`config.mk`:
```
export PLATFORM = sky130hd
export DESIGN_NAME = ahb_master
export DESIGN_NICKNAME = d
export VERILOG_FILES = /design/src/rtl/ahb_pkg.sv /design/src/rtl/ahb_master.sv
export SDC_FILE = /design/constraint.sdc
export NUM_CORES = 1
export LEC_CHECK = 0
export CAP_MARGIN = 20
export CORE_MARGIN = 2
export CORE_UTILIZATION = 47
export CTS_BUF_LIST = sky130_fd_sc_hd__clkbuf_2
export CTS_CLUSTER_DIAMETER = 100
export DETAILED_ROUTE_END_ITERATION = 10
export GPL_ROUTABILITY_DRIVEN = 0
export PLACE_DENSITY = 0.94
export SKIP_CTS_REPAIR_TIMING = 1
export SLEW_MARGIN = 20
export SYNTH_ARGS = -nofsm -noshare
export SYNTH_HDL_FRONTEND = slang
export SYNTH_SLANG_ARGS = --single-unit
```
`constraint.sdc`:
```
create_clock -name i_clk_ahb -period 2.6 [get_ports i_clk_ahb]
set_input_delay 0.65 -clock i_clk_ahb [delete_from_list [all_inputs] [get_ports i_clk_ahb]]
set_output_delay 0.65 -clock i_clk_ahb [all_outputs]
set_load 0.005 [all_outputs]
```
`src/rtl/ahb_pkg.sv`:
```
// Shared AHB-Lite encodings and the initiator pipeline state type.
package ahb_pkg;

  // 1-bit htrans encoding used across this codebase (only IDLE and NONSEQ issued)
  localparam logic       HTRANS_IDLE   = 1'b0;
  localparam logic       HTRANS_NONSEQ = 1'b1;

  localparam logic [2:0] HBURST_SINGLE = 3'b000;
  localparam logic [2:0] HSIZE_WORD    = 3'b010;
  localparam logic [3:0] HPROT_DATA    = 4'b0011;

  localparam logic       HRESP_OKAY    = 1'b0;
  localparam logic       HRESP_ERROR   = 1'b1;

  // State bits are {address stage occupied, data stage occupied}
  typedef enum logic [1:0] {
    IDLE      = 2'b00,
    DATA      = 2'b01,
    ADDR      = 2'b10,
    ADDR_DATA = 2'b11
  } state_t;

endpackage

```
`src/rtl/ahb_master.sv`:
```
// AHB-Lite initiator: converts valid/ready local requests into pipelined
// single transfers and returns one registered response per transfer.
module ahb_master
  import ahb_pkg::*;
#(
  parameter int              DATA_WIDTH = 32,
  parameter int              ADDR_WIDTH = 32,
  parameter logic [2:0]      HSIZE_VAL  = HSIZE_WORD
) (
  input  logic                  i_clk_ahb,
  input  logic                  i_rstn_ahb,
  input  logic                  i_valid,
  input  logic                  i_rd0_wr1,
  input  logic [ADDR_WIDTH-1:0] i_addr,
  input  logic [DATA_WIDTH-1:0] i_wr_data,
  output logic                  o_ready,
  output logic                  o_rsp_valid,
  output logic                  o_rsp_rd0_wr1,
  output logic                  o_rsp_err,
  output logic [DATA_WIDTH-1:0] o_rd_data,
  output logic                  o_htrans,
  output logic                  o_hwrite,
  output logic [ADDR_WIDTH-1:0] o_haddr,
  output logic [2:0]            o_hsize,
  output logic [2:0]            o_hburst,
  output logic [3:0]            o_hprot,
  output logic                  o_hmastlock,
  output logic [DATA_WIDTH-1:0] o_hwdata,
  input  logic                  i_hready,
  input  logic                  i_hresp,
  input  logic [DATA_WIDTH-1:0] i_hrdata
);

  state_t                state;
  logic                  ap_valid;
  logic                  dp_valid;
  logic                  ap_write;
  logic [ADDR_WIDTH-1:0] ap_addr;
  logic [DATA_WIDTH-1:0] ap_wdata;
  logic                  dp_write;
  logic [DATA_WIDTH-1:0] dp_wdata;

  logic                  accept;
  logic                  adv;
  logic                  done;
  logic                  ap_next;
  logic                  dp_next;

  assign ap_valid = state[1];
  assign dp_valid = state[0];

  // The address stage can take a new request whenever it is empty or draining
  assign o_ready = !ap_valid || i_hready;
  assign accept  = i_valid && o_ready;
  assign adv     = ap_valid && i_hready;
  assign done    = dp_valid && i_hready;

  // Next occupancy of each stage; a completing data phase is refilled by an advancing address
  always_comb begin
    ap_next = ap_valid;
    dp_next = dp_valid;
    if (accept) begin
      ap_next = 1'b1;
    end else if (adv) begin
      ap_next = 1'b0;
    end
    if (adv) begin
      dp_next = 1'b1;
    end else if (done) begin
      dp_next = 1'b0;
    end
  end

  // Pipeline occupancy FSM; reset flushes both stages so in-flight transfers are dropped
  always_ff @(posedge i_clk_ahb or negedge i_rstn_ahb) begin
    if (!i_rstn_ahb) begin
      state <= IDLE;
    end else begin
      state <= state_t'({ap_next, dp_next});
    end
  end

  // Address-stage payload: captured on accept, held through wait states
  always_ff @(posedge i_clk_ahb or negedge i_rstn_ahb) begin
    if (!i_rstn_ahb) begin
      ap_write <= 1'b0;
      ap_addr  <= '0;
      ap_wdata <= '0;
    end else if (accept) begin
      ap_write <= i_rd0_wr1;
      ap_addr  <= i_addr;
      ap_wdata <= i_wr_data;
    end
  end

  // Data-stage payload: follows the address stage when it advances, else holds hwdata
  always_ff @(posedge i_clk_ahb or negedge i_rstn_ahb) begin
    if (!i_rstn_ahb) begin
      dp_write <= 1'b0;
      dp_wdata <= '0;
    end else if (adv) begin
      dp_write <= ap_write;
      dp_wdata <= ap_wdata;
    end
  end

  // Response is registered one cycle after the data phase completes; idle cycles read as zero
  always_ff @(posedge i_clk_ahb or negedge i_rstn_ahb) begin
    if (!i_rstn_ahb) begin
      o_rsp_valid   <= 1'b0;
      o_rsp_rd0_wr1 <= 1'b0;
      o_rsp_err     <= 1'b0;
      o_rd_data     <= '0;
    end else if (done) begin
      o_rsp_valid   <= 1'b1;
      o_rsp_rd0_wr1 <= dp_write;
      o_rsp_err     <= (i_hresp == HRESP_ERROR);
      o_rd_data     <= dp_write ? '0 : i_hrdata;
    end else begin
      o_rsp_valid   <= 1'b0;
      o_rsp_rd0_wr1 <= 1'b0;
      o_rsp_err     <= 1'b0;
      o_rd_data     <= '0;
    end
  end

  assign o_htrans    = ap_valid ? HTRANS_NONSEQ : HTRANS_IDLE;
  assign o_hwrite    = ap_write;
  assign o_haddr     = ap_addr;
  assign o_hwdata    = dp_wdata;
  assign o_hsize     = HSIZE_VAL;
  assign o_hburst    = HBURST_SINGLE;
  assign o_hprot     = HPROT_DATA;
  assign o_hmastlock = 1'b0;

endmodule

```
==> impl_metrics.tcl <==
set metrics [dict create \
    tritoncts "built" \
    fin_nets 620 \
    cp.arrival_ps 1710 \
    worstMarginPinSlew_ps 789 \
    combPwrFrac 0.256 \
    first_iter_violations 125 \
    ys_seq_area_frac 0.660 \
    clock.fmax_mhz 423 \
    port_buffers 203 \
    clock-sinks 135 \
    total_power_mw 4.67 \
    cp_max_fo 3 \
    synthFlopType "dfrtp_1" \
    end_kind "output pin" \
    ant_nets 0 \
    antenna_found_initial 0 \
    avgSynthCellArea_um2 17.0 \
    fin_ws_ps 237 \
    final_common_cell "clkdlybuf4s50_1" \
    crit_slowest_cell "clkdlybuf4s50_1" \
    max-vdd-ir-drop_mv 0.457 \
    worstHoldPathType "input port to flop" \
    cap_viol_max_count 0 \
    cts_root_buf "clkbuf_2" \
    viasPerCell 4.72 \
    die_h_um 108 \
    fillers 742 \
    drive_gt1_frac 0.253 \
    min_period_ps 2360 \
    die_w_um 108 \
    grt.total_usage 0.209 \
    insertion_delay_ps 670 \
    critPathTopFamily "buffers and inverters" \
    synth_enable_flop_cells 0 \
    mostFrequentLayoutCells "clkdlybuf4s50_1 (201), dfrtp_1 (135), mux2_4 (50)" \
    drtPass1Iterations 4 \
    clockBufferDepth 2 \
    wl_per_cell_um 17.6 \
    dp_hpwl_um 8660 \
    critPathMaxStageDelay_ps 530 \
    cts_buffers 17 \
    overflow 0 \
    drc 0 \
    clk_pin_slew_ps 160 \
    crit_buf_inv 1 \
    finClkSkew_ps 23.8 \
    p_per_area_nw_per_um2 627 \
    p_leak_nw 3.42 \
    die-area_um2 11700 \
    yosysUniqueCellTypes 16 \
    antenna_cells 0 \
    dp_slack_ps 62.3 \
    netlist_area_um2 5120 \
    grt_max_degree 55 \
    finalHoldViolCount 0 \
    syn_inst 301 \
    clockPowerShare 0.193 \
    rsz0062_at_grt "false" \
    p_sw_mw 1.19 \
    synth-async-reset-ratio 1.00 \
    ios 215 \
    post-route-period-util 0.909 \
    area_growth_pct 45.8 \
    finalSetupViolCount 0 \
    status "completed" \
    seqPwrFrac 0.550 \
    grt_pass1_vias 3409 \
    slew_headroom 0.474 \
    coreArea_um2 10700 \
    tns_ps 0 \
    path_class "flop to output pin" \
    ys_warn_count 0 \
    row_count 38 \
    p_int_mw 3.49 \
    worstPathCellList "nand2b_2, clkdlybuf4s50_1" \
    swShare 0.254 \
    cp.required_ps 1950 \
    start_util 0.476 \
    htreeDepth 4 \
    num_vias 3165 \
    ys_seq_elements 135 \
    wirelength_um 11800 \
    grt_pass1_wl_um 17900 \
    cp-start-kind "flop" \
    drv_slew 0 \
]
## per-layer routing
metal  vias up  wire [µm]  track usage  share of wire
met1      1590       4450        0.229           0.38
met3        21        861       0.0832          0.073
met4         0        251       0.0824          0.021
met2       131       6230        0.363           0.53
li1       1423          -            -              -
met5         -          0            0              0
## cell usage after synthesis (2+ instances only)
| cell | instances | area [µm²] |
|---|---|---|
| and2_1 | 33 | 206 |
| mux2_4 | 50 | 751 |
| nand2_1 | 2 | 7.51 |
| clkbuf_1 | 3 | 11.3 |
| buf_4 | 11 | 82.6 |
| buf_2 | 4 | 20.0 |
| dfrtp_1 | 135 | 3380 |
| and3_1 | 2 | 12.5 |
| buf_6 | 6 | 67.6 |
| mux2_2 | 48 | 541 |
| conb_1 | 2 | 7.51 |
## through the flow
step | instances | instance area (µm²) | hold WS, ps | utilization
6_report | 670 | 7460 | 308 | 0.694
5_1_grt | 670 | 7460 | 249 | 0.694
4_1_cts | 669 | 7450 | -166 | 0.693
3_5_place_dp | 638 | 7300 | 486 | 0.680
3_3_place_gp | 638 | 7300 | 483 | 0.680
2_1_floorplan | 310 | 5150 | 354 | -
## worst register-to-register path, cell delays in order (launching register included)
cell,delay [ps]
dfrtp_1,400
and2_1,150
and2b_1,640
and2_1,240
## kinds of logic (layout without fill, tap and decap cells)
logic type      count (synthesis)  count (layout)  synth area share
compound gates                  1               1          0.000977
other cells                     2              11           0.00147
simple gates                   40              40            0.0487
buf+inv                        25             245            0.0362
mux                            98              98             0.252
flops                         135             135             0.660
## final cells by class
type	count	area [µm²]	area share
flip-flops and latches	135	3380	0.453
repair buffers	213	2160	0.290
multi-input cells	150	1590	0.214
well taps	140	175	0.0235
clock buffers	22	110	0.0148
clock inverters	9	36.3	0.00486
inverters	1	3.75	0.000503
## registers in the layout, summed over array words and instances, names as in the netlist
signal	count
o_haddr	32
ap_wdata	32
o_rsp_valid	1
o_hwrite	1
o_rsp_err	1
o_hwdata	32
dp_write	1
state	2
o_rsp_rd0_wr1	1
o_rd_data	32
## worst paths after layout
check                                        start                       end  slack, ps  cells after the start
setup / recovery              state[1]$_DFFE_PN0P_                   o_ready        240                      2
hold / removal                            i_hready      state[0]$_DFFE_PN0P_        310                      2
setup reg to reg              state[0]$_DFFE_PN0P_   o_rd_data[23]$_DFF_PN0_       1110                      3
hold reg to reg            ap_wdata[2]$_DFFE_PN0P_   o_hwdata[2]$_DFFE_PN0P_        510                      1
max in group asynchronous               i_rstn_ahb  ap_wdata[11]$_DFFE_PN0P_       1450                      3
min in group asynchronous               i_rstn_ahb   o_haddr[18]$_DFFE_PN0P_        470                      2
## power groups by stage
stage | logic (mW) | registers (mW) | clock network [mW]
global placement | 1.17 | 2.59 | 0
finish | 1.20 | 2.57 | 0.904
global route | 1.28 | 2.61 | 1.04
CTS | 1.22 | 2.57 | 0.949
floorplan | 0.440 | 2.60 | 0
detailed placement | 1.21 | 2.61 | 0
Note: power is estimated with default switching activity, not from simulation.
